## src/rtl/uart_rx_controller_pkg.sv

```systemverilog
// ============================================================================
// Module      : uart_rx_controller_pkg
// Description : Shared state encoding and defaults for the UART RX controller.
// Revision    : 1.0 - initial release
// ============================================================================
`default_nettype none

package uart_rx_controller_pkg;

    localparam int c_DEFAULT_N = 8;

    typedef enum logic [1:0] {
        RXC_OFF   = 2'd0,
        RXC_ARMED = 2'd1,
        RXC_FULL  = 2'd2,
        RXC_FLUSH = 2'd3
    } rxc_state_t;

endpackage

`default_nettype wire

```

## src/rtl/uart_rx_controller_if.sv

```systemverilog
// ============================================================================
// Module      : uart_rx_controller_if
// Description : Frame handshake between the RX controller and its consumer.
// Revision    : 1.0 - initial release
// ============================================================================
`default_nettype none

interface uart_rx_controller_if #(
    parameter int N = uart_rx_controller_pkg::c_DEFAULT_N
);
    logic [N-1:0] out_data;
    logic         out_par_err;
    logic         out_valid;
    logic         out_ready;

    modport master (
        output out_data,
        output out_par_err,
        output out_valid,
        input  out_ready
    );

    modport slave (
        input  out_data,
        input  out_par_err,
        input  out_valid,
        output out_ready
    );
endinterface

`default_nettype wire

```

## src/rtl/uart_rx_fifo.sv

```systemverilog
// ============================================================================
// Module      : uart_rx_fifo
// Description : Synchronous show-ahead FIFO with a registered head output.
// Revision    : 1.0 - initial release
// ============================================================================
`default_nettype none

module uart_rx_fifo #(
    parameter int WIDTH = 9,
    parameter int DEPTH = 4
) (
    input  wire logic                     clk,
    input  wire logic                     rst_n,
    input  wire logic                     i_flush,
    input  wire logic                     i_push,
    input  wire logic                     i_pop,
    input  wire logic [WIDTH-1:0]         i_wdata,
    output logic      [WIDTH-1:0]         o_head,
    output logic                          o_valid,
    output logic                          o_full,
    output logic                          o_empty,
    output logic      [$clog2(DEPTH):0]   o_count
);

    localparam int c_AW = $clog2(DEPTH);
    localparam int c_CW = c_AW + 1;
    localparam logic [c_CW-1:0] c_DEPTH = c_CW'(DEPTH);

    logic [WIDTH-1:0] r_mem [DEPTH];
    logic [c_AW-1:0]  r_wr_ptr;
    logic [c_AW-1:0]  r_rd_ptr;
    logic [c_CW-1:0]  r_count;
    logic [WIDTH-1:0] r_head;
    logic             r_valid;

    logic             w_pop;
    logic             w_push;
    logic [c_AW-1:0]  w_rd_ptr_nxt;
    logic [c_CW-1:0]  w_count_nxt;
    logic [WIDTH-1:0] w_head_nxt;

    assign w_pop        = i_pop && (r_count != '0);
    assign w_push       = i_push && ((r_count != c_DEPTH) || w_pop);
    assign w_rd_ptr_nxt = w_pop ? r_rd_ptr + c_AW'(1) : r_rd_ptr;
    assign w_count_nxt  = r_count + c_CW'(w_push) - c_CW'(w_pop);

    // The incoming word becomes the head only when nothing older survives this edge.
    assign w_head_nxt = (w_push && ((r_count - c_CW'(w_pop)) == '0)) ? i_wdata
                                                                     : r_mem[w_rd_ptr_nxt];

    always_ff @(posedge clk) begin
        if (w_push && !i_flush) begin
            r_mem[r_wr_ptr] <= i_wdata;
        end
    end

    always_ff @(posedge clk or negedge rst_n) begin
        if (!rst_n) begin
            r_wr_ptr <= '0;
            r_rd_ptr <= '0;
            r_count  <= '0;
            r_head   <= '0;
            r_valid  <= 1'b0;
        end else if (i_flush) begin
            r_wr_ptr <= '0;
            r_rd_ptr <= '0;
            r_count  <= '0;
            r_head   <= '0;
            r_valid  <= 1'b0;
        end else begin
            if (w_push) begin
                r_wr_ptr <= r_wr_ptr + c_AW'(1);
            end
            r_rd_ptr <= w_rd_ptr_nxt;
            r_count  <= w_count_nxt;
            r_valid  <= (w_count_nxt != '0);
            r_head   <= (w_count_nxt != '0) ? w_head_nxt : '0;
        end
    end

    assign o_head  = r_head;
    assign o_valid = r_valid;
    assign o_full  = (r_count == c_DEPTH);
    assign o_empty = (r_count == '0);
    assign o_count = r_count;

endmodule

`default_nettype wire

```

## src/rtl/uart_rx_controller.sv

```systemverilog
// ============================================================================
// Module      : uart_rx_controller
// Description : Enables the UART receiver, queues frames and tracks errors.
// Revision    : 1.0 - initial release
// ============================================================================
`default_nettype none

module uart_rx_controller
    import uart_rx_controller_pkg::*;
#(
    parameter int N     = 8,
    parameter int DEPTH = 4,
    parameter int CNT_W = 8
) (
    input  wire logic                   uart_clock,
    input  wire logic                   rst,
    input  wire logic                   ctrl_enable,
    input  wire logic                   ctrl_drop_bad,
    input  wire logic                   ctrl_flush,
    input  wire logic                   rx_done,
    input  wire logic [N-1:0]           rx_data,
    input  wire logic                   rx_par,
    output logic                        rx_enable,
    output logic                        rx_clear,
    uart_rx_controller_if.master        out_if,
    output logic [$clog2(DEPTH):0]      fifo_count,
    output logic [CNT_W-1:0]            overrun_cnt,
    output logic [CNT_W-1:0]            parity_err_cnt,
    output logic                        busy
);

    localparam int c_CW = $clog2(DEPTH) + 1;
    localparam logic [c_CW-1:0] c_DEPTH = c_CW'(DEPTH);

    rxc_state_t       r_state;
    rxc_state_t       w_state_nxt;
    logic             w_rx_enable;
    logic             w_rx_clear;

    logic             w_fifo_full;
    logic             w_fifo_empty;
    logic             w_fifo_valid;
    logic [N:0]       w_head;
    logic [c_CW-1:0]  w_count;
    logic [c_CW-1:0]  w_count_nxt;

    logic             w_frame_in;
    logic             w_want_push;
    logic             w_pop;
    logic             w_push;
    logic             w_overrun;
    logic             w_par_hit;

    logic [CNT_W-1:0] r_overrun_cnt;
    logic [CNT_W-1:0] r_parity_err_cnt;

    assign w_rx_enable = (r_state == RXC_ARMED) || (r_state == RXC_FULL);

    // Parity errors count on every enabled reception, even if the frame is dropped.
    assign w_frame_in  = rx_done && w_rx_enable;
    assign w_par_hit   = w_frame_in && rx_par;
    assign w_want_push = w_frame_in && !(rx_par && ctrl_drop_bad) && !ctrl_flush;
    assign w_pop       = out_if.out_ready && !w_fifo_empty && !ctrl_flush;
    assign w_push      = w_want_push && (!w_fifo_full || w_pop);
    assign w_overrun   = w_want_push && w_fifo_full && !w_pop;
    assign w_count_nxt = ctrl_flush ? '0 : w_count + c_CW'(w_push) - c_CW'(w_pop);

    uart_rx_fifo #(
        .WIDTH (N + 1),
        .DEPTH (DEPTH)
    ) u_fifo (
        .clk     (uart_clock),
        .rst_n   (rst),
        .i_flush (ctrl_flush),
        .i_push  (w_push),
        .i_pop   (w_pop),
        .i_wdata ({rx_par, rx_data}),
        .o_head  (w_head),
        .o_valid (w_fifo_valid),
        .o_full  (w_fifo_full),
        .o_empty (w_fifo_empty),
        .o_count (w_count)
    );

    always_ff @(posedge uart_clock or negedge rst) begin
        if (!rst) begin
            r_state <= RXC_OFF;
        end else begin
            r_state <= w_state_nxt;
        end
    end

    always_comb begin
        w_state_nxt = r_state;
        w_rx_clear  = 1'b0;
        if (ctrl_flush) begin
            w_state_nxt = RXC_FLUSH;
        end else begin
            case (r_state)
                RXC_OFF: begin
                    if (ctrl_enable) begin
                        w_state_nxt = RXC_ARMED;
                        w_rx_clear  = 1'b1;
                    end
                end
                RXC_ARMED: begin
                    if (!ctrl_enable) begin
                        w_state_nxt = RXC_OFF;
                        w_rx_clear  = 1'b1;
                    end else if (w_count_nxt == c_DEPTH) begin
                        w_state_nxt = RXC_FULL;
                    end
                end
                RXC_FULL: begin
                    if (!ctrl_enable) begin
                        w_state_nxt = RXC_OFF;
                        w_rx_clear  = 1'b1;
                    end else if (w_count_nxt != c_DEPTH) begin
                        w_state_nxt = RXC_ARMED;
                    end
                end
                RXC_FLUSH: begin
                    w_state_nxt = ctrl_enable ? RXC_ARMED : RXC_OFF;
                end
                default: begin
                    w_state_nxt = RXC_OFF;
                end
            endcase
        end
    end

    always_ff @(posedge uart_clock or negedge rst) begin
        if (!rst) begin
            r_overrun_cnt    <= '0;
            r_parity_err_cnt <= '0;
        end else begin
            if (w_overrun && (r_overrun_cnt != '1)) begin
                r_overrun_cnt <= r_overrun_cnt + CNT_W'(1);
            end
            if (w_par_hit && (r_parity_err_cnt != '1)) begin
                r_parity_err_cnt <= r_parity_err_cnt + CNT_W'(1);
            end
        end
    end

    // Reset holds the FSM in OFF; masking keeps that from looking like an enable edge.
    assign rx_clear           = w_rx_clear && rst;
    assign rx_enable          = w_rx_enable;
    assign busy               = (r_state != RXC_OFF);
    assign fifo_count         = w_count;
    assign overrun_cnt        = r_overrun_cnt;
    assign parity_err_cnt     = r_parity_err_cnt;
    assign out_if.out_data    = w_head[N-1:0];
    assign out_if.out_par_err = w_head[N];
    assign out_if.out_valid   = w_fifo_valid;

endmodule

`default_nettype wire
```

## src/flat_wrapper.sv

```systemverilog
// flat-port wrapper written by rule: the top's interface ports become plain ports
module uart_rx_controller_flat import uart_rx_controller_pkg::*;
#(
    parameter int N     = 8,
    parameter int DEPTH = 4,
    parameter int CNT_W = 8
)
  (uart_clock, rst, ctrl_enable, ctrl_drop_bad, ctrl_flush, rx_done, rx_data, rx_par, rx_enable, rx_clear, fifo_count, overrun_cnt, parity_err_cnt, busy, out_if_out_data, out_if_out_par_err, out_if_out_valid, out_if_out_ready);
  uart_rx_controller_if #(.N(N)) out_if_i ();
  input  wire logic uart_clock;
  input  wire logic rst;
  input  wire logic ctrl_enable;
  input  wire logic ctrl_drop_bad;
  input  wire logic ctrl_flush;
  input  wire logic rx_done;
  input  wire logic [N-1:0] rx_data;
  input  wire logic rx_par;
  output logic rx_enable;
  output logic rx_clear;
  output logic [$clog2(DEPTH):0] fifo_count;
  output logic [CNT_W-1:0] overrun_cnt;
  output logic [CNT_W-1:0] parity_err_cnt;
  output logic busy;
  output wire logic [$bits(out_if_i.out_data)-1:0] out_if_out_data;
  output wire logic [$bits(out_if_i.out_par_err)-1:0] out_if_out_par_err;
  output wire logic [$bits(out_if_i.out_valid)-1:0] out_if_out_valid;
  input wire logic [$bits(out_if_i.out_ready)-1:0] out_if_out_ready;
  assign out_if_out_data = out_if_i.out_data;
  assign out_if_out_par_err = out_if_i.out_par_err;
  assign out_if_out_valid = out_if_i.out_valid;
  assign out_if_i.out_ready = out_if_out_ready;
  uart_rx_controller #(.N(N), .DEPTH(DEPTH), .CNT_W(CNT_W)) u_core (.uart_clock(uart_clock), .rst(rst), .ctrl_enable(ctrl_enable), .ctrl_drop_bad(ctrl_drop_bad), .ctrl_flush(ctrl_flush), .rx_done(rx_done), .rx_data(rx_data), .rx_par(rx_par), .rx_enable(rx_enable), .rx_clear(rx_clear), .out_if(out_if_i), .fifo_count(fifo_count), .overrun_cnt(overrun_cnt), .parity_err_cnt(parity_err_cnt), .busy(busy));
endmodule
```

## config.mk

```make
export PLATFORM = sky130hd
export DESIGN_NAME = uart_rx_controller_flat
export DESIGN_NICKNAME = d
export VERILOG_FILES = /design/src/rtl/uart_rx_controller_pkg.sv /design/src/rtl/uart_rx_controller_if.sv /design/src/rtl/uart_rx_fifo.sv /design/src/rtl/uart_rx_controller.sv /design/src/flat_wrapper.sv
export SDC_FILE = /design/constraint.sdc
export NUM_CORES = 1
export LEC_CHECK = 0
export CELL_PAD_IN_SITES_DETAIL_PLACEMENT = 0
export CELL_PAD_IN_SITES_GLOBAL_PLACEMENT = 1
export CORE_ASPECT_RATIO = 1.4
export CORE_MARGIN = 3
export CORE_UTILIZATION = 40
export DETAILED_ROUTE_END_ITERATION = 8
export PLACE_DENSITY_LB_ADDON = 0.1
export SLEW_MARGIN = 10
export SYNTH_ARGS = -nofsm -noshare
export SYNTH_HDL_FRONTEND = slang
export SYNTH_SLANG_ARGS = --single-unit
```

## constraint.sdc

```tcl
create_clock -name uart_clock -period 4.8 [get_ports uart_clock]
set_input_delay 0.48 -clock uart_clock [delete_from_list [all_inputs] [get_ports uart_clock]]
set_output_delay 0.48 -clock uart_clock [all_outputs]
set_load 0.02 [all_outputs]
```

# [Yosys cells after proc, flatten, opt, wreduce, memory -nomap -nowiden]
# Memories as Yosys holds them, arrays and structs flattened.
# Cells that the tools add are included.
[classes] add_sub_neg=9 reduce_logical=34 eq_ne=12 muxes=24
[op_table] op="9-bit 2-to-1 mux" count=3
[op_table] op="2-bit 2-to-1 mux" count=10
[op_table] op="1-bit logical AND" count=17
[op_table] op="8-bit by 1-bit adder with 8-bit output (second input constant)" count=2
[op_table] op="8-bit != test (second input constant)" count=2
[op_table] op="3-bit != test (second input constant)" count=3
[op_table] op="3-bit by 1-bit subtractor with 3-bit output" count=3
[op_table] op="4-bit != test (second input constant)" count=2
[op_table] op="2-bit case mux with 4 select lines" count=1
[op_table] op="1-bit 2-to-1 mux" count=7
[op_table] op="3-bit by 1-bit adder with 3-bit output" count=2
[op_table] op="3-bit equality test (second input constant)" count=2
[op_table] op="3-bit logical NOT" count=2
[op_table] op="3-bit 2-to-1 mux" count=2
[op_table] op="3-bit nonzero test" count=2
[op_table] op="1-bit logical NOT" count=5
[op_table] op="2-bit by 1-bit adder with 2-bit output (second input constant)" count=2
[op_table] op="2-bit equality test (second input constant)" count=2
[op_table] op="2-bit nonzero test" count=2
[op_table] op="1-bit logical OR" count=3
[op_table] op="3-bit AND reduction" count=1
[op_table] op="2-bit by 1-bit equality test with 1-bit output (second input constant)" count=1
[op_table] op="2-bit logical NOT" count=1
[op_table] op="1-bit case mux with 2 select lines" count=1
[op_table] op="2-bit OR reduction" count=1
[totals] n_memories=1 wordCells=88 in_bits=16 output_inout_bits=32 register_bits=35 ramBits=36
[mem_list] memory="u_core.u_fifo.r_mem" depth=4 width=9 read_ports=1 rd_clocked_by_memory_dff=0 write_ports=1 line_no="uart_rx_fifo.sv:29" source="logic [WIDTH-1:0] r_mem [DEPTH];"

# [Depth between registers and ports, before layout]
# Gate-level depths: netlist of run 1.
[depth] word_depth=14 ltp_mapped=16 ltp_nobuf=13

# [Cells and area by module]
# Synthesis of run 1 repeated with hierarchy kept, for this count alone.
[hier_totals] hier_cells=249 area_unflattened_um2=3363.2
[by_module_without_submodules] mod="uart_rx_fifo" cells_per_inst=144 area_each_um2=2258.4 n_inst=1
[by_module_without_submodules] mod="uart_rx_controller" cells_per_inst=105 area_each_um2=1104.8 n_inst=1

# [Worst setup path after synthesis of run 1]
# OpenSTA, ideal clock, no wires.
[synth_path] path_type="register -> register" start="reg u_core.u_fifo.r_count[1] (netlist: u_core.u_fifo.o_count[1])" end="reg u_core.r_state[1]" path_stages_with_launch=16 setup_ps=128 t_arrival_ps=3441 slack_ps=1231 synth_period_minus_slack_ps=3569 cell_sequence="dfrtp_1 nor3_4 or2_1 buf_2 buf_2 inv_1 ha_1 inv_1 ha_1 inv_1 fa_1 nor4b_1 mux2_1 mux2i_1 a211oi_2 mux2_1"
[synth_via] elab_chain_cells=12
[synth_lines] item="start, declared" line_no="uart_rx_fifo.sv:32" source="logic [c_CW-1:0] r_count;"
[synth_lines] item="start signal, assigned" line_no="uart_rx_fifo.sv:75" source="r_count <= w_count_nxt;"
[synth_lines] item="3-bit logical NOT" line_no="uart_rx_fifo.sv:84" source="assign o_empty = (r_count == '0);"
[synth_lines] item="1-bit logical NOT" line_no="uart_rx_controller.sv:63" source="assign w_pop = out_if.out_ready && !w_fifo_empty && !ctrl_flush;"
[synth_lines] item="1-bit logical AND (2 in a row)" line_no="uart_rx_controller.sv:63"
[synth_lines] item="1-bit logical OR" line_no="uart_rx_controller.sv:64" source="assign w_push = w_want_push && (!w_fifo_full || w_pop);"
[synth_lines] item="1-bit logical AND" line_no="uart_rx_controller.sv:64"
[synth_lines] item="3-bit by 1-bit adder with 3-bit output" line_no="uart_rx_controller.sv:66" source="assign w_count_nxt = ctrl_flush ? '0 : w_count + c_CW'(w_push) - c_CW'(w_pop);"
[synth_lines] item="3-bit by 1-bit subtractor with 3-bit output *" line_no="uart_rx_controller.sv:66"
[synth_lines] item="3-bit 2-to-1 mux *" line_no="uart_rx_controller.sv:66"
[synth_lines] item="3-bit equality test or 3-bit != test (tied branches)" line_no="uart_rx_controller.sv:110, uart_rx_controller.sv:118"
[synth_lines] item="4-bit != test (no source line)"
[synth_lines] item="3-bit AND reduction (no source line) *"
[synth_lines] item="end signal, assigned" line_no="uart_rx_controller.sv:89" source="r_state <= w_state_nxt;"
[synth_lines] item="end, declared" line_no="uart_rx_controller.sv:35" source="rxc_state_t r_state;"
# Every way passes the cells marked *; elsewhere a longest branch is shown, timed or not.
# A chain may end at the register's enable or synchronous reset.

# [Final worst setup path of run 1]
[layout_path] start="in ctrl_flush" end="reg u_core.r_state[1]"
[layout_via] elab_chain_cells=10
[layout_lines] item="start, declared" line_no="flat_wrapper.sv:14" source="input wire logic ctrl_flush;"
[layout_lines] item="1-bit logical NOT" line_no="uart_rx_controller.sv:62, uart_rx_controller.sv:63"
[layout_lines] item="1-bit logical AND" line_no="uart_rx_controller.sv:63"
[layout_lines] item="1-bit logical OR" line_no="uart_rx_controller.sv:64"
[layout_lines] item="1-bit logical AND" line_no="uart_rx_controller.sv:64"
[layout_lines] item="3-bit by 1-bit adder with 3-bit output" line_no="uart_rx_controller.sv:66"
[layout_lines] item="3-bit by 1-bit subtractor with 3-bit output" line_no="uart_rx_controller.sv:66"
[layout_lines] item="3-bit 2-to-1 mux" line_no="uart_rx_controller.sv:66"
[layout_lines] item="3-bit equality test or 3-bit != test (tied branches)" line_no="uart_rx_controller.sv:110, uart_rx_controller.sv:118"
[layout_lines] item="4-bit != test (no source line)"
[layout_lines] item="3-bit AND reduction (no source line)"
# Several ways; a longest one is shown, not always the timed one.

==> summary.txt, run 1 <==
Outcome
  – Outcome: complete, no violations

Yosys
  – Seq cells post-synth: 71
  – Number of flops mapped to enable cells by yosys: 36
  – Area fraction in and, or, nand and nor cells after synthesis: 16.64%
  – Cell with the most instances after synthesis: edfxtp_1
  – Share of the synthesized area in the top cell type: 29.23%
  – Xor/xnor share of the synthesized area: 4.499%
  – Leading post-synthesis cells by cell area: edfxtp_1 (29%), dfrtp_1 (24%), ha_1 (5.1%)
  – Main combinational cell family by area after synthesis: simple AND/OR/NAND/NOR gates
  – Post-synth top cells: edfxtp_1 (36), dfrtp_1 (35), nor2_1 (26)
  – Count of mapped cells out of synthesis: 320
  – Summed instance area of the synthesized netlist: 3699 µm²
  – Synthesized Nets: 353
  – Count of different cell masters after synthesis: 46
  – Top flip-flop cell by instance count after synthesis: edfxtp_1
  – Syn avg cell area: 11.56 µm²
  – Part of the Yosys area used for sequential elements: 52.91%
  – Synthesis warning total: 0
  – Synthesized-area fraction occupied by ao, oa, aoi and oai cells: 11.13%
  – Multiplexer fraction of the synthesized cell area: 4.465%
  – Async SR Flop Fraction: 49.30%
  – Cell accounting for the most synthesized area: edfxtp_1
  – Post-synthesis share of cell area spent on full adders, half adders and majority gates: 6.157%

STA
  – Final Hold Viols: 0
  – Achievable Freq: 0.2768 GHz
  – Final max-slew violation count: 0
  – Final setup vio count: 0
  – Post-route clock period utilization: 75.27%
  – RSZ-0062 raised after global routing: false
  – Setup TNS: 0 ps
  – Rel. slew slack: 42.96%
  – Post-Route Skew: 8.612 ps
  – Transition time of the tightest slew-check pin: 855.6 ps
  – Time the final worst path needs with I/O delays and setup: 3613 ps

Worst setup path
  – Data required time at the worst endpoint: 5010 ps
  – Data arrival at the endpoint of the critical path: 3820 ps
  – Max FO, Critical Path: 11
  – Kind of capture point of the worst setup path: register
  – Worst reg-to-reg setup slack: 1310 ps
  – Number of cells on the worst reg-to-reg path: 13
  – Critical Setup Path Class: in -> reg
  – Kind of launch point of the worst setup path: input pin

Drt
  – Drt wl/cell: 17.66 µm
  – Detail-routed via count per cell: 5.466
  – Drt drc: 0
  – Number of routed nets with antenna violations: 0
  – Iteration count of the initial detailed-routing pass: 4
  – Drt total wl: 8373 µm
  – Number of design-rule violations left by the first detailed-router iteration: 130
  – Via count of the routed design: 2591

Floorplan
  – Die Area: 10450 µm²
  – Die height: 119.8 µm
  – Site row count: 40
  – Placeable core region: 8808 µm²
  – Number of top-level design ports: 48
  – Initial Util: 41.99%
  – Die Wd: 87.27 µm

Pwr
  – Total net switching power: 0.6667 mW
  – Total power density per cell area: 461.8 nW/µm²
  – Internal cell power: 1.421 mW
  – Peak supply drop: 210.2 µV
  – Clock group share of total power: 31.6%
  – Share of power burned in combinational logic: 30.6%
  – Net switching fraction of the power: 31.93%
  – Leakage: 1.750 nW
  – Flop pwr share: 37.8%

Placed design
  – Placed wire-length estimate after detailed placement: 5650 µm
  – Port buffer count: 47
  – Final weighted congestion in routability-driven placement: 0.7318

Layout
  – NumNets Final: 397
  – Fraction of layout cells with a size suffix above 1: 9.485%
  – Diodes inserted: 0
  – Fillers: 814
  – Fraction of the core area covered by cells at the end of the flow: 51.32%
  – Layout-stage area growth over the synthesis result: 22.23%

Clock network
  – Clock insertion delay at the later pin of the skew report: 340 ps
  – PostCTS Resize Cnt: 0
  – Cell chosen for the clock root: clkbuf_16
  – CTS H-tree depth: 3
  – Number of clock buffers inserted by TritonCTS: 9
  – Postcts setup bufs: 0
  – Clock tree from TritonCTS: built
  – Number of buffers inserted for hold repair after clock tree synthesis: 0
  – Maximum clock insertion buffer count: 2
  – Reg clk slew, reported paths: 50 ps
  – Sinks on the clock net: 71

Global route
  – Maximum number of pins on one net before global-route repair: 39
  – Global-route usage over all layers: 17.89%
  – Number of global-route vias before repair: 2736
  – Antenna violations before repair: 0
  – Sum of overflow across all layers after global routing: 0
  – Wire length of the first global-routing pass: 14170 µm

Hold path
  – Worst min-delay path category: in -> async

Run
  – Max-cap violations: 0
-- worst paths after layout --
check / startpoint / end
worst min register to register: u_core.parity_err_cnt[7]$_DFFE_PN0P_ / u_core.parity_err_cnt[7]$_DFFE_PN0P_
min in group uart_clock: u_core.parity_err_cnt[7]$_DFFE_PN0P_ / u_core.parity_err_cnt[7]$_DFFE_PN0P_
worst max register to register: u_core.u_fifo.o_count[1]$_DFF_PN0_ / u_core.r_state[1]$_DFFE_PN0P_
worst max-delay path: ctrl_flush / u_core.r_state[1]$_DFFE_PN0P_
worst min-delay path: rst / u_core.parity_err_cnt[3]$_DFFE_PN0P_
max in group asynchronous: rst / u_core.u_fifo.o_head[0]$_DFF_PN0_
-- stage by stage --
step	setup WS, ps	hold WS [ps]	instance area (µm²)	power [mW]	cells
after floorplan	1231	184.4	3699	1.221	320
after global placement	810.9	500.5	4227	1.446	458
after detailed placement	769.3	505.8	4227	1.452	458
after CTS	1120	293.2	4521	2.115	474
after global routing	993.8	316.3	4521	2.219	474
final	1187	257.4	4521	2.088	474
-- sequential cells by signal, indices dropped and copies added (netlist names) --
signal / flops
u_core.u_fifo.o_count: 3
u_core.u_fifo.o_head: 9
u_core.u_fifo.r_rd_ptr: 2
u_core.u_fifo.o_valid: 1
u_core.u_fifo.r_wr_ptr: 2
u_core.overrun_cnt: 8
u_core.parity_err_cnt: 8
u_core.u_fifo.r_mem: 36
u_core.r_state: 2
-- power groups by stage --
stage | Combinational, mW | Sequential, mW | Clock (mW)
floorplan | 0.380 | 0.841 | 0
global placement | 0.645 | 0.801 | 0
detailed placement | 0.650 | 0.803 | 0
CTS | 0.653 | 0.791 | 0.671
global route | 0.717 | 0.802 | 0.699
finish | 0.638 | 0.790 | 0.660
-- worst max-delay path, cell delays in order --
cell and delay [ps]:
clkdlybuf4s50_1 470, nand2b_1 360, nand3_1 220, nand2b_1 220
inv_2 130, ha_1 200, inv_1 60, fa_1 420
nor4b_1 150, mux2_1 300, mux2i_1 130, a211oi_2 310
mux2_1 350
-- kinds of logic after synthesis --
kind of cell,after synthesis
xor+xnor,19
compound gates,51
simple gates,112
fa+ha+maj,17
flops,71
mux,16
buf+inv,34
-- cell usage in the layout (no fill, tap or decap), types with 2 or more instances in the layout --
cell and count:
edfxtp_1 36, inv_1 15, mux2i_1 12, inv_2 2, nand2_1 16, a22oi_1 8
nor2b_1 10, ha_1 15, mux2_2 2, and3_1 4, a32o_1 9, nor3_2 8
xnor2_1 14, xor2_1 5, mux2_1 2, nor2_1 26, nand4_1 3, nand3_1 8
nor4_1 2, nor4b_1 2, o21a_1 8, o31ai_1 10, nor3_1 18, o21ai_0 10
nand2b_1 4, clkdlybuf4s50_1 46, fa_1 2, buf_4 3, dfrtp_1 35, clkbuf_1 3
clkbuf_16 9, and2_1 5
-- layer usage --
layer  wire [µm]  track usage [%]
met5           0                0
met4         133            5.758
met3         258            4.670
met2        4471            30.52
met1        3510            21.64
-- area by class of cell --
type	count	area, µm²	share of cell area [%]
inverters	17	63.81	1.412
flip-flops and latches	71	1957	43.29
repair buffers	50	488.0	10.79
multi-input cells	215	1587	35.10
clock buffers	13	250.2	5.536
well taps	105	131.4	2.906
clock inverters	3	43.79	0.9687
Note: power is estimated with default switching activity, not from simulation.
==> inputs of run 2 (changes only) <==
==> constraint.sdc (replaced) <==
create_clock -name uart_clock -period 3.5 [get_ports uart_clock]
set_input_delay 0.35 -clock uart_clock [delete_from_list [all_inputs] [get_ports uart_clock]]
set_output_delay 0.35 -clock uart_clock [all_outputs]
set_load 0.02 [all_outputs]
==> run 2 against run 1 <==
Effect of this change: via count grew 2.3%; global-route usage shrank 0.62 points; cell count grew 3.0%; largest cell class unchanged; worst hold slack lost 160 ps; design area grew 2.7%; wire length shrank 0.19%; sequential power grew 37%; critical path depth is the same; first-iteration DRC count shrank 15%; flip-flop and latch count is the same; count of clock-buffer cells in the layout grew 3; sequential share of layout area shrank 1.1 points.
==> summary.txt, run 2 (synthesis results as in run 1) <==
Worst setup path
  – Reg-to-reg critical path startpoint: u_core.r_state[1]$_DFFE_PN0P_
  – Number of cells on the worst reg-to-reg path: 13
  – Kind of launch point of the worst setup path: register
  – Data arrival at the endpoint of the critical path: 3340 ps
  – Kind of capture point of the worst setup path: register
  – Critical Setup Path Class: reg -> reg
  – Data required time at the worst endpoint: 3710 ps
  – Max FO, Critical Path: 4
  – Start point of the critical path: u_core.r_state[1]$_DFFE_PN0P_

Clock network
  – Cell chosen for the clock root: clkbuf_16
  – Sinks on the clock net: 71
  – Clock tree from TritonCTS: built
  – CTS H-tree depth: 3
  – Number of clock buffers inserted by TritonCTS: 9
  – Number of buffers inserted for hold repair after clock tree synthesis: 0
  – Maximum clock insertion buffer count: 2
  – Clock insertion delay at the later pin of the skew report: 320 ps
  – Postcts setup bufs: 0
  – PostCTS Resize Cnt: 0
  – Reg clk slew, reported paths: 50 ps

Layout
  – Fillers: 785
  – Fraction of the core area covered by cells at the end of the flow: 52.70%
  – Diodes inserted: 0
  – Register with the highest flop count: u_core.u_fifo.r_mem
  – Flip-flop count of the largest register, all copies and words added: 36
  – Fraction of layout cells with a size suffix above 1: 12.79%
  – Most used cells in the layout excluding fill and tap cells: clkdlybuf4s50_1 (46), edfxtp_1 (36), dfrtp_1 (33)
  – Most common cell after layout, fill and taps aside: clkdlybuf4s50_1
  – Layout-stage area growth over the synthesis result: 25.51%
  – NumNets Final: 411

Placed design
  – Final weighted congestion in routability-driven placement: 0.7354
  – Placed wire-length estimate after detailed placement: 5694 µm
  – Port buffer count: 47

Floorplan
  – Die Area: 10450 µm²
  – Site row count: 40
  – Initial Util: 41.99%
  – Die height: 119.8 µm
  – Number of top-level design ports: 48
  – Placeable core region: 8808 µm²
  – Die Wd: 87.27 µm

STA
  – RSZ-0062 raised after global routing: false
  – Rel. slew slack: 48.63%
  – Final setup vio count: 0
  – Transition time of the tightest slew-check pin: 769.0 ps
  – Post-route clock period utilization: 89.40%
  – Achievable Freq: 0.3196 GHz
  – Setup TNS: 0 ps
  – Time the final worst path needs with I/O delays and setup: 3129 ps
  – Final Hold Viols: 0
  – Post-Route Skew: 3.611 ps
  – Final max-slew violation count: 0

Global route
  – Wire length of the first global-routing pass: 13790 µm
  – Global-route usage over all layers: 17.27%
  – Maximum number of pins on one net before global-route repair: 39
  – Antenna violations before repair: 0
  – Sum of overflow across all layers after global routing: 0
  – Number of global-route vias before repair: 2661

Drt
  – Drt drc: 0
  – Via count of the routed design: 2650
  – Drt wl/cell: 17.13 µm
  – Iteration count of the initial detailed-routing pass: 4
  – Drt total wl: 8357 µm
  – Number of routed nets with antenna violations: 0
  – Detail-routed via count per cell: 5.430
  – Number of design-rule violations left by the first detailed-router iteration: 111

Run
  – Max-cap violations: 0

Pwr
  – Peak supply drop: 312.6 µV
  – Leakage: 1.813 nW
  – Total power density per cell area: 627.9 nW/µm²

Hold path
  – Worst min-delay path category: in -> async

Outcome
  – Outcome: complete, no violations
run 2: cell types whose count changed in the layout (fill, tap and decap cells not counted), sizes merged:
cell,previous run,this run
clkinv,2,0
clkbuf,13,16
buf,4,18
bufinv,1,0
run 2: final cells by class:
class / instances / area [µm²] / area share, %
clock buffer: 16 / 282.8 / 6.092
inverter: 17 / 63.81 / 1.375
multi-input combinational: 215 / 1587 / 34.18
sequential: 71 / 1959 / 42.21
tap: 105 / 131.4 / 2.830
timing repair buffer: 64 / 618.1 / 13.32
run 2: report_power, final:
part           total [mW]  switching, mW  internal, mW  leakage, nW
clock               0.857          0.314         0.544        0.136
sequential           1.08         0.0981         0.979        0.789
combinational       0.981          0.504         0.477        0.888
total                2.91          0.915          2.00         1.81
run 2: worst max-delay path, stage by stage, from the launching register on:
cell      delay, ps
dfrtp_1         370
inv_1           100
ha_1            310
nand4_1         120
nand2b_1        230
inv_2            80
ha_1            130
inv_1            50
fa_1            440
nor4b_1         150
mux2_1          300
mux2i_1         130
a211oi_2        250
mux2_1          340
run 2: per-stage QoR:
step                      power [mW]  std cells  cell area (µm²)  hold slack (ps)  setup WS (ps)
after floorplan                1.677        320             3701            54.41          6.448
after global placement         2.076        472             4359            494.2          89.98
after detailed placement       2.087        472             4359            479.8          33.17
after CTS                      2.957        488             4642            129.5          329.1
after global routing           3.093        488             4642            152.0          110.7
final                          2.915        488             4642            101.8          371.1
run 2: path summary, 6_finish.rpt:
kind | endpoint | slack (ps)
max | u_core.r_state[1]$_DFFE_PN0P_ | 370
min | u_core.parity_err_cnt[0]$_DFFE_PN0P_ | 100
max reg2reg | u_core.r_state[1]$_DFFE_PN0P_ | 370
min reg2reg | u_core.parity_err_cnt[7]$_DFFE_PN0P_ | 510
max in group asynchronous | u_core.u_fifo.o_count[1]$_DFF_PN0_ | 3030
min in group uart_clock | u_core.parity_err_cnt[7]$_DFFE_PN0P_ | 510
run 2: routing by layer:
metal	part of all wire [%]	track usage, %	vias up
met5	0	0	-
met4	2.2	6.814	0
met3	4.3	3.365	15
met2	54	29.15	74
met1	40	21.33	1289
li1	-	-	1272
==> inputs of run 3 (changes only) <==
--- a/config.mk
+++ b/config.mk
@@ -5,13 +5,15 @@
 export SDC_FILE = /design/constraint.sdc
 export NUM_CORES = 1
 export LEC_CHECK = 0
+export ABC_AREA = 1
 export CELL_PAD_IN_SITES_DETAIL_PLACEMENT = 0
 export CELL_PAD_IN_SITES_GLOBAL_PLACEMENT = 1
 export CORE_ASPECT_RATIO = 1.4
 export CORE_MARGIN = 3
-export CORE_UTILIZATION = 40
+export CORE_UTILIZATION = 43
 export DETAILED_ROUTE_END_ITERATION = 8
 export PLACE_DENSITY_LB_ADDON = 0.1
+export SKIP_CTS_REPAIR_TIMING = 1
 export SLEW_MARGIN = 10
 export SYNTH_ARGS = -nofsm -noshare
 export SYNTH_HDL_FRONTEND = slang
==> run 3 against run 2 <==
Effect of this change: largest cell class unchanged; worst setup slack improved by 99 ps; flip-flop and latch count did not move; via count decreased by 4.9%; utilization rose by 2.5 points; die area is 11% lower; clock skew grew 5.5 ps; sequential power hardly changed; design area decreased by 6.6%; clock power down 16%; total power up 3.3%.
==> summary.txt, run 3 <==
Outcome
  – Outcome: complete, no violations

Yosys
  – Top flip-flop cell by instance count after synthesis: edfxtp_1
  – Leading post-synthesis cells by cell area: edfxtp_1 (31%), dfrtp_1 (25%), nand2_1 (9.7%)
  – Summed instance area of the synthesized netlist: 3523 µm²
  – Count of mapped cells out of synthesis: 351
  – Cell with the most instances after synthesis: nand2_1
  – Synthesized Nets: 384
  – Part of the Yosys area used for sequential elements: 55.54%
  – Number of flops mapped to enable cells by yosys: 36
  – Syn avg cell area: 10.04 µm²
  – Cell accounting for the most synthesized area: edfxtp_1
  – Count of different cell masters after synthesis: 31
  – Share of the synthesized area in the top cell type: 30.68%
  – Async SR Flop Fraction: 49.30%
  – Synthesis warning total: 0
  – Seq cells post-synth: 71
  – Post-synth top cells: nand2_1 (91), nand3_1 (53), edfxtp_1 (36)

Layout
  – Register with the highest flop count: u_core.u_fifo.r_mem
  – Fraction of the core area covered by cells at the end of the flow: 55.25%
  – NumNets Final: 443
  – Diodes inserted: 0
  – Fillers: 735
  – Fin cells: 515
  – Most common cell after layout, fill and taps aside: nand2_1
  – Fraction of layout cells with a size suffix above 1: 12.05%
  – Most used cells in the layout excluding fill and tap cells: nand2_1 (91), nand3_1 (53), clkdlybuf4s50_1 (46)
  – Layout-stage area growth over the synthesis result: 23.01%
  – Flip-flop count of the largest register, all copies and words added: 36

Placed design
  – Placed wire-length estimate after detailed placement: 5134 µm
  – Placed cell count: 499
  – Final weighted congestion in routability-driven placement: 0.8181
  – Port buffer count: 47

Drt
  – Met3 wire length: 208 µm
  – Drt wl/cell: 14.44 µm
  – Detail-routed via count per cell: 4.891
  – Routed met2 length: 3890 µm
  – Iteration count of the initial detailed-routing pass: 4
  – Number of routed nets with antenna violations: 0
  – Via count of the routed design: 2519
  – Routed metal-1 wirelength: 3299 µm
  – Max Used Layer: met4
  – Drt total wl: 7436 µm
  – Number of design-rule violations left by the first detailed-router iteration: 115
  – Drt drc: 0

STA
  – Time the final worst path needs with I/O delays and setup: 3030 ps
  – Achievable Freq: 0.3300 GHz
  – Transition time of the tightest slew-check pin: 549.1 ps
  – Post-Route Skew: 9.087 ps
  – Rel. slew slack: 63.31%
  – Final Hold Viols: 0
  – Setup TNS: 0 ps
  – Post-route clock period utilization: 86.57%
  – RSZ-0062 raised after global routing: false
  – Final max-slew violation count: 0
  – Hold Worst Slack: 148.2 ps
  – Final setup vio count: 0

Floorplan
  – Die Wd: 82.51 µm
  – Placeable core region: 7845 µm²
  – Initial Util: 44.91%
  – Number of top-level design ports: 48
  – Die Area: 9332 µm²
  – Die height: 113.1 µm
  – Site row count: 38

Pwr
  – Leakage: 1.881 nW
  – Share of power burned in combinational logic: 39.6%
  – Peak supply drop: 406.6 µV
  – Post-route total power: 3.010 mW
  – Internal cell power: 1.888 mW
  – Flop pwr share: 36.4%
  – Total power density per cell area: 694.5 nW/µm²
  – Clock group share of total power: 24.0%
  – Total net switching power: 1.122 mW
  – Net switching fraction of the power: 37.27%

Global route
  – Wire length of the first global-routing pass: 12180 µm
  – Maximum number of pins on one net before global-route repair: 36
  – Global-route usage over all layers: 17.42%
  – Antenna violations before repair: 0
  – Sum of overflow across all layers after global routing: 0
  – Number of global-route vias before repair: 2505

Run
  – Max-cap violations: 0

Clock network
  – Cell chosen for the clock root: clkbuf_8
  – Clock tree from TritonCTS: built
  – Number of clock buffers inserted by TritonCTS: 9
  – CTS H-tree depth: 3
  – Sinks on the clock net: 71
  – Maximum clock insertion buffer count: 2
  – Reg clk slew, reported paths: 80 ps
  – Clock insertion delay at the later pin of the skew report: 330 ps

Hold path
  – Worst min-delay path category: in -> async

Worst setup path
  – Max FO, Critical Path: 10
  – Data required time at the worst endpoint: 3750 ps
  – Kind of launch point of the worst setup path: register
  – Kind of capture point of the worst setup path: register
  – Critical Setup Path Class: reg -> reg
  – Data arrival at the endpoint of the critical path: 3280 ps
## run 3: worst paths after layout
path / start / end / slack [ps] / cells past startpoint
worst max register to register: u_core.r_state[0]$_DFFE_PN0P_ / u_core.u_fifo.o_head[8]$_DFF_PN0_ / 470 / 17
worst max-delay path: u_core.r_state[0]$_DFFE_PN0P_ / u_core.u_fifo.o_head[8]$_DFF_PN0_ / 470 / 17
worst min register to register: u_core.r_state[1]$_DFFE_PN0P_ / u_core.r_state[1]$_DFFE_PN0P_ / 510 / 2
worst min-delay path: rst / u_core.u_fifo.r_rd_ptr[0]$_DFF_PN0_ / 150 / 2
min in group uart_clock: u_core.r_state[1]$_DFFE_PN0P_ / u_core.r_state[1]$_DFFE_PN0P_ / 510 / 2
max in group asynchronous: rst / u_core.parity_err_cnt[6]$_DFFE_PN0P_ / 3000 / 2
## run 3: per-layer routing
layer,global-route usage (%),vias to the layer above
li1,-,1269
met4,4.907,0
met3,3.901,2
met5,0,-
met2,29.44,33
met1,22.15,1215
## run 3: power by group through the flow
stage / sequential [mW] / clock (mW) / combinational (mW)
final: 1.10 / 0.723 / 1.19
after global routing: 1.11 / 0.779 / 1.34
after CTS: 1.10 / 0.743 / 1.21
after detailed placement: 1.11 / 0 / 1.21
after global placement: 1.12 / 0 / 1.19
after floorplan: 1.20 / 0 / 0.728
## run 3: final cells by class
cell class / count / area (µm²) / share of cell area [%]
well taps: 100 / 125.1 / 2.887
repair buffers: 54 / 518.0 / 11.95
multi-input cells: 237 / 1365 / 31.50
clock buffers: 11 / 141.4 / 3.262
clock inverters: 5 / 81.33 / 1.876
inverters: 37 / 146.4 / 3.378
flip-flops and latches: 71 / 1957 / 45.15
## run 3: cells by family after synthesis
kind of cell	count (synthesis)	synth area share [%]
buf+inv	43	5.717
simple gates	191	26.31
fa+ha+maj	17	6.463
flops	71	55.54
xor+xnor	12	2.983
compound gates	17	2.983
## run 3: metrics by stage
step                setup slack (ps)  area, µm²
detailed placement             277.2       4111
global route                   147.6       4334
finish                         470.1       4334
floorplan                      614.7       3523
global placement               318.3       4111
CTS                            441.8       4334
## run 3: worst max-delay path, stage by stage, from the launching register on
cell     delay, ps
dfrtp_1        370
inv_1          100
ha_1           340
nand2_1         80
inv_1          100
nand3_4        100
nor2_8         160
inv_1           70
ha_1           270
inv_1           40
ha_1           170
inv_1           70
fa_1           430
inv_1           70
nor2_1          60
a21oi_4        310
nand2_1        100
a21oi_1        130
